--- config.mk ---
export PLATFORM = sky130hd
export DESIGN_NAME = accel_seq
export DESIGN_NICKNAME = d
export VERILOG_FILES = /design/src/rtl/accel_seq.sv
export SDC_FILE = /design/constraint.sdc
export NUM_CORES = 1
export LEC_CHECK = 0
export ABC_AREA = 1
export CAP_MARGIN = 25
export CORE_AREA = 2 2 112 114
export CTS_BUF_LIST = sky130_fd_sc_hd__clkbuf_2
export DETAILED_ROUTE_END_ITERATION = 16
export DIE_AREA = 0 0 114 116
export GPL_ROUTABILITY_DRIVEN = 0
export GPL_TIMING_DRIVEN = 0
export PLACE_DENSITY = 0.9
export SLEW_MARGIN = 20
export SYNTH_ARGS = -nofsm -noshare
export SYNTH_HDL_FRONTEND = slang
export SYNTH_SLANG_ARGS = --single-unit
--- constraint.sdc ---
create_clock -name clk -period 2 [get_ports clk]
set_input_delay 0.3 -clock clk [delete_from_list [all_inputs] [get_ports clk]]
set_output_delay 0.3 -clock clk [all_outputs]
set_load 0.005 [all_outputs]
--- src/rtl/accel_seq.sv ---
`default_nettype none
// accel_seq: runs one job at a time, reading up to MAX_SRC operands, issuing the accelerator op
// and the result write over an arbitrated bus, then posting a completion entry.
module accel_seq #(
  parameter int         ADDRW    = 24,
  parameter logic [1:0] ACCEL_ID = 2'b10,
  parameter int         MAX_SRC  = 3,
  parameter int         TIMEOUT  = 16
) (
  input  logic                         clk,
  input  logic                         rst_n,
  input  logic                         req_valid,
  input  logic [(MAX_SRC+1)*ADDRW+2:0] req_data,
  output logic                         ready_req_out,
  output logic                         arb_req,
  input  logic                         arb_grant,
  input  logic [2:0]                   ack_in,
  output logic [ADDRW+7:0]             data_out,
  input  logic                         compq_ready_in,
  output logic                         valid_compq_out,
  output logic [ADDRW-1:0]             compq_data_out,
  output logic                         compq_err_out
);

  localparam int            W          = (MAX_SRC + 1) * ADDRW;
  localparam logic [1:0]    MEM_ID     = 2'b00;
  localparam int            TW         = (TIMEOUT > 0) ? $clog2(TIMEOUT + 1) : 1;
  localparam logic [1:0]    MAX_NSRC   = 2'(MAX_SRC);
  localparam logic [TW-1:0] TIMER_LAST = TW'((TIMEOUT > 0) ? TIMEOUT - 1 : 0);
  localparam logic          TIMEOUT_EN = (TIMEOUT != 0);

  typedef enum logic [2:0] {
    IDLE     = 3'd0,
    ISSUE_RD = 3'd1,
    WAIT_RD  = 3'd2,
    ISSUE_OP = 3'd3,
    WAIT_OP  = 3'd4,
    ISSUE_WR = 3'd5,
    WAIT_WR  = 3'd6,
    COMPLETE = 3'd7
  } state_t;

  state_t        state, state_nxt;
  logic [W+2:0]  job;
  logic          load_job;
  logic [1:0]    src_idx, src_idx_nxt;
  logic [TW-1:0] timer, timer_nxt, timer_inc;
  logic          err, err_nxt;

  logic [1:0]       job_nsrc;
  logic             job_mode;
  logic [ADDRW-1:0] job_dest;
  logic [ADDRW-1:0] src_sel;
  logic [1:0]       req_nsrc;
  logic             req_ok;
  logic [ADDRW+7:0] rd_cmd, op_cmd, wr_cmd;
  logic             ack_mem, ack_acc, expire;

  assign job_nsrc = job[W+2:W+1];
  assign job_mode = job[W];
  assign job_dest = job[ADDRW-1:0];
  assign req_nsrc = req_data[W+2:W+1];
  assign req_ok   = (req_nsrc != 2'd0) && (req_nsrc <= MAX_NSRC);

  // src0 sits in the top slot, so operand i lives (MAX_SRC - i) slots above dest.
  always_comb begin
    src_sel = '0;
    for (int i = 0; i < MAX_SRC; i++) begin
      if (src_idx == 2'(i)) src_sel = job[(MAX_SRC-i)*ADDRW +: ADDRW];
    end
  end

  assign rd_cmd = {src_sel, 2'b00, ACCEL_ID, MEM_ID, (src_idx == 2'd0) ? 2'b00 : 2'b01};
  assign op_cmd = {{ADDRW{1'b0}}, job_mode, 1'b0, ACCEL_ID, 4'b0011};
  assign wr_cmd = {job_dest, 2'b00, MEM_ID, ACCEL_ID, 2'b10};

  assign ack_mem   = (ack_in == {1'b1, MEM_ID});
  assign ack_acc   = (ack_in == {1'b1, ACCEL_ID});
  assign expire    = TIMEOUT_EN && (timer == TIMER_LAST);
  assign timer_inc = (timer == {TW{1'b1}}) ? timer : timer + TW'(1);

  always_comb begin
    state_nxt       = state;
    src_idx_nxt     = src_idx;
    timer_nxt       = timer;
    err_nxt         = err;
    load_job        = 1'b0;
    ready_req_out   = 1'b0;
    arb_req         = 1'b0;
    data_out        = '0;
    valid_compq_out = 1'b0;
    compq_data_out  = '0;
    compq_err_out   = 1'b0;

    case (state)
      IDLE: begin
        ready_req_out = 1'b1;
        if (req_valid) begin
          load_job    = 1'b1;
          src_idx_nxt = '0;
          timer_nxt   = '0;
          if (req_ok) begin
            state_nxt = ISSUE_RD;
            err_nxt   = 1'b0;
          end else begin
            state_nxt = COMPLETE;
            err_nxt   = 1'b1;
          end
        end
      end

      ISSUE_RD: begin
        arb_req  = 1'b1;
        data_out = rd_cmd;
        if (arb_grant) begin
          state_nxt = WAIT_RD;
          timer_nxt = '0;
        end
      end

      WAIT_RD: begin
        data_out = rd_cmd;
        if (ack_mem) begin
          if (src_idx == job_nsrc - 2'd1) begin
            state_nxt = ISSUE_OP;
          end else begin
            src_idx_nxt = src_idx + 2'd1;
            state_nxt   = ISSUE_RD;
          end
        end else if (expire) begin
          state_nxt = COMPLETE;
          err_nxt   = 1'b1;
        end else begin
          timer_nxt = timer_inc;
        end
      end

      ISSUE_OP: begin
        arb_req  = 1'b1;
        data_out = op_cmd;
        if (arb_grant) begin
          state_nxt = WAIT_OP;
          timer_nxt = '0;
        end
      end

      WAIT_OP: begin
        data_out = op_cmd;
        if (ack_acc) begin
          state_nxt = ISSUE_WR;
        end else if (expire) begin
          state_nxt = COMPLETE;
          err_nxt   = 1'b1;
        end else begin
          timer_nxt = timer_inc;
        end
      end

      ISSUE_WR: begin
        arb_req  = 1'b1;
        data_out = wr_cmd;
        if (arb_grant) begin
          state_nxt = WAIT_WR;
          timer_nxt = '0;
        end
      end

      WAIT_WR: begin
        data_out = wr_cmd;
        if (ack_mem) begin
          state_nxt = COMPLETE;
        end else if (expire) begin
          state_nxt = COMPLETE;
          err_nxt   = 1'b1;
        end else begin
          timer_nxt = timer_inc;
        end
      end

      COMPLETE: begin
        valid_compq_out = 1'b1;
        compq_data_out  = job_dest;
        compq_err_out   = err;
        if (compq_ready_in) state_nxt = IDLE;
      end

      default: state_nxt = IDLE;
    endcase
  end

  always_ff @(posedge clk or negedge rst_n) begin
    if (!rst_n) begin
      state   <= IDLE;
      job     <= '0;
      src_idx <= '0;
      timer   <= '0;
      err     <= 1'b0;
    end else begin
      state   <= state_nxt;
      if (load_job) job <= req_data;
      src_idx <= src_idx_nxt;
      timer   <= timer_nxt;
      err     <= err_nxt;
    end
  end

endmodule
`default_nettype wire

==> results.py <==
metrics = {
    "run_status": {
        "status": "finished with violations",
        "violations": "negative hold slack, negative setup slack",
    },
    "cts": {
        "cts_sinks": 110,
        "cts_tree": "built",
        "h-tree-depth": 3,
        "clockBufferDepth": 2,
        "cts-root-buf": "clkbuf_2",
        "clkLatencyLatePin_ns": 0.69,
        "clk_pin_slew_ns": 0.34,
        "numCtsBuffers": 9,
    },
    "setup_path": {
        "crit_fanout": 6,
        "worst_r2r_path_depth": 12,
        "critical_path.slowest_cell": "dfrtp_1",
        "r2r_slack_ns": -0.03,
        "criticalPathCategory": "flip-flop to primary output",
        "cpPeakStageDelay_ns": 0.48,
        "critPathArrivalTime_ns": 2.48,
        "crit_path_end": "data_out[26]",
        "reg2reg_from": "state[2]",
        "startpoint": "src_idx[1]",
        "required_ns": 1.70,
        "worstSetupEndpointType": "primary output",
        "start_kind": "flip-flop",
        "r2r_end": "job[97]",
        "path_cells": "inv_2 > ha_4 > buf_4 > buf_4 > a21oi_1 > a21oi_2 > o21ai_1 > o21ai_1 > buf_2",
    },
    "timing": {
        "final_max_slew_viol_count": 0,
        "hold_viol_final": 1,
        "setup_violations": 58,
        "rsz0062_at_grt": "true",
        "fmax_mhz": 359,
        "min_period_ns": 2.78,
        "fin_skew_ns": 0.0492,
        "fin_setup_tns_ns": -31.60,
        "finalCritPeriodShare": 1.39,
        "hold_ws_ns": -0.0141,
        "post-route-worst-setup-slack_ns": -0.782,
    },
    "floorplan": {
        "dieArea_um2": 13200,
        "initial_core_util": 0.493,
        "rows": 40,
        "die_x_um": 114,
        "core_area_um2": 11900,
        "die_h_um": 116,
        "io_pins": 167,
    },
    "drt": {
        "avgRoutedWirePerCell_um": 25.0,
        "avgViaCountPerCell": 5.97,
        "ant_nets": 0,
        "initialDrtViolationCount": 590,
        "dr_total_vias": 5900,
        "finalWirelength_mm": 24.7,
        "dr.pass1.iters": 5,
        "drcViolationCount": 0,
    },
    "synthesis": {
        "seq_area_frac_synth": 0.468,
        "synth_area_um2": 5880,
        "ys_ff_latch": 110,
        "synthDistinctLibCells": 28,
        "yosys_warnings": 0,
        "syn_avg_cell_area_um2": 10.1,
        "synthCells": 584,
    },
    "cells_and_area": {
        "finish.utilization": 0.796,
        "drive_gt1_frac": 0.494,
        "post-route-cell-area_um2": 9480,
        "syn_to_final_growth_pct": 61.4,
        "final_nets": 946,
    },
    "pwr": {
        "p_leak_nw": 4.55,
        "ir_drop_mv": 0.889,
        "power-per-cell-area_nw_per_um2": 1720,
    },
    "grt": {
        "grt_max_degree": 81,
        "grt-ovfl-total": 0,
        "grt_pass1_wl_mm": 32.8,
        "grt_pass1_vias": 5815,
        "grt_usage": 0.331,
        "antenna_found_initial": 2,
    },
    "min_path": {
        "hold_path_class": "input port to asynchronous set/reset pin",
    },
    "placed_design": {
        "place_ws_ns": -0.891,
        "io_buffer_count": 163,
        "dp_hpwl_mm": 12.8,
        "place_area_um2": 7730,
    },
    "flow_run": {
        "drv_cap": 0,
    },
}
power by group:
group	internal, mW	switching (mW)	leakage (nW)
clock	0.423	0.822	0.0835
sequential	3.28	0.957	1.29
combinational	5.28	5.53	3.18
per-stage QoR:
stage / cells / hold slack, ns / power, mW
3_5_place_dp: 897 / 0.201 / 10.7
2_1_floorplan: 586 / 0.00441 / 7.91
4_1_cts: 963 / 0.0213 / 14.0
6_report: 988 / -0.0141 / 16.3
5_1_grt: 987 / -0.00304 / 16.8
3_3_place_gp: 896 / 0.484 / 10.5
worst min-delay path by stage:
stage / to / slack (ns) / cells past startpoint
after floorplan: err / 0.004 / 0
after detailed placement: job[96] / 0.20 / 1
after global routing: state[2] / -0.003 / 2
final: state[2] / -0.01 / 2
after CTS: job[96] / 0.02 / 2
after global placement: job[33] / 0.48 / 1
sequential cells by signal, summed over array words and instances (netlist names):
signal and flops:
err 1, job 99, src_idx 2, state 3, timer 5
what timing repair did:
action / 4_1_cts / 5_1_grt
hold buffers: 1 / 0
cloned: 5 / 1
gates resized for setup: 462 / 123
pin swaps: 23 / 29
setup buffers: 48 / 29
endpoints found under the setup margin: 57 / 57
hold endpoints to repair: 110 / 0
critical path, delay by kind of cell, from the launching register on:
kind / cells / cell delay (ns)
adders and majority gates: 1 / 0.23
buffers and inverters: 4 / 0.57
AOI/OAI and AO/OA: 4 / 0.50
DFF: 1 / 0.48
cell usage after synthesis, drive strengths merged:
cell type	count	share of area
inv	55	0.036
nand4	3	0.0032
xor2	1	0.0015
mux2	72	0.18
conb	1	0.00064
nand3b	3	0.0038
o21ai	62	0.053
ha	6	0.013
clkbuf	15	0.0096
nand3	32	0.027
nand2	57	0.042
nor2	67	0.045
buf	21	0.033
nor3	3	0.0026
and3	1	0.0011
dfrtp	110	0.47
a21oi	75	0.077
cell families (layout without fill, tap and decap cells):
| logic type | count (synthesis) | in the layout | share of synthesized area |
|---|---|---|---|
| compound gates | 137 | 137 | 0.130 |
| xor+xnor | 1 | 1 | 0.00149 |
| other cells | 1 | 6 | 0.000638 |
| buf+inv | 91 | 343 | 0.0784 |
| flops | 110 | 110 | 0.468 |
| fa+ha+maj | 6 | 6 | 0.0128 |
| simple gates | 166 | 166 | 0.124 |
| mux | 72 | 72 | 0.184 |
routing by layer:
layer | GRT usage | part of all wire | vias to the layer above
met3 | 0.0842 | 0.081 | 139
met2 | 0.559 | 0.49 | 429
li1 | - | - | 2443
met5 | 0 | 0 | -
met1 | 0.396 | 0.36 | 2889
met4 | 0.167 | 0.066 | 0
cell type report:
| cell class | instances | area, um^2 |
|---|---|---|
| Multi-Input combinational cell | 385 | 3500 |
| Sequential cell | 110 | 2760 |
| Fill cell | 648 | 2430 |
| Timing Repair Buffer | 241 | 2220 |
| Buffer | 31 | 437 |
| Inverter | 55 | 234 |
| Tap cell | 147 | 184 |
| Clock inverter | 7 | 96.3 |
| Clock buffer | 9 | 45.0 |
| Antenna cell | 3 | 7.51 |
cell usage in the layout (no fill, tap or decap), types with 4 or more instances in the layout:
cell type / n
inv_6: 4
a21oi_1: 12
clkbuf_16: 6
buf_8: 6
buf_2: 51
a21oi_4: 21
inv_1: 43
nand3_1: 16
buf_12: 4
nand3_4: 6
inv_2: 6
buf_4: 35
a21oi_2: 42
nor2_1: 39
nor2_2: 4
nand2_4: 5
nand3_2: 10
mux2_4: 72
o21ai_2: 25
o21ai_1: 27
buf_6: 59
clkbuf_2: 9
o21ai_0: 7
nand2_1: 47
dfrtp_1: 108
nor2_4: 24
clkdlybuf4s50_1: 105
Power figures use the tool's default switching activity.
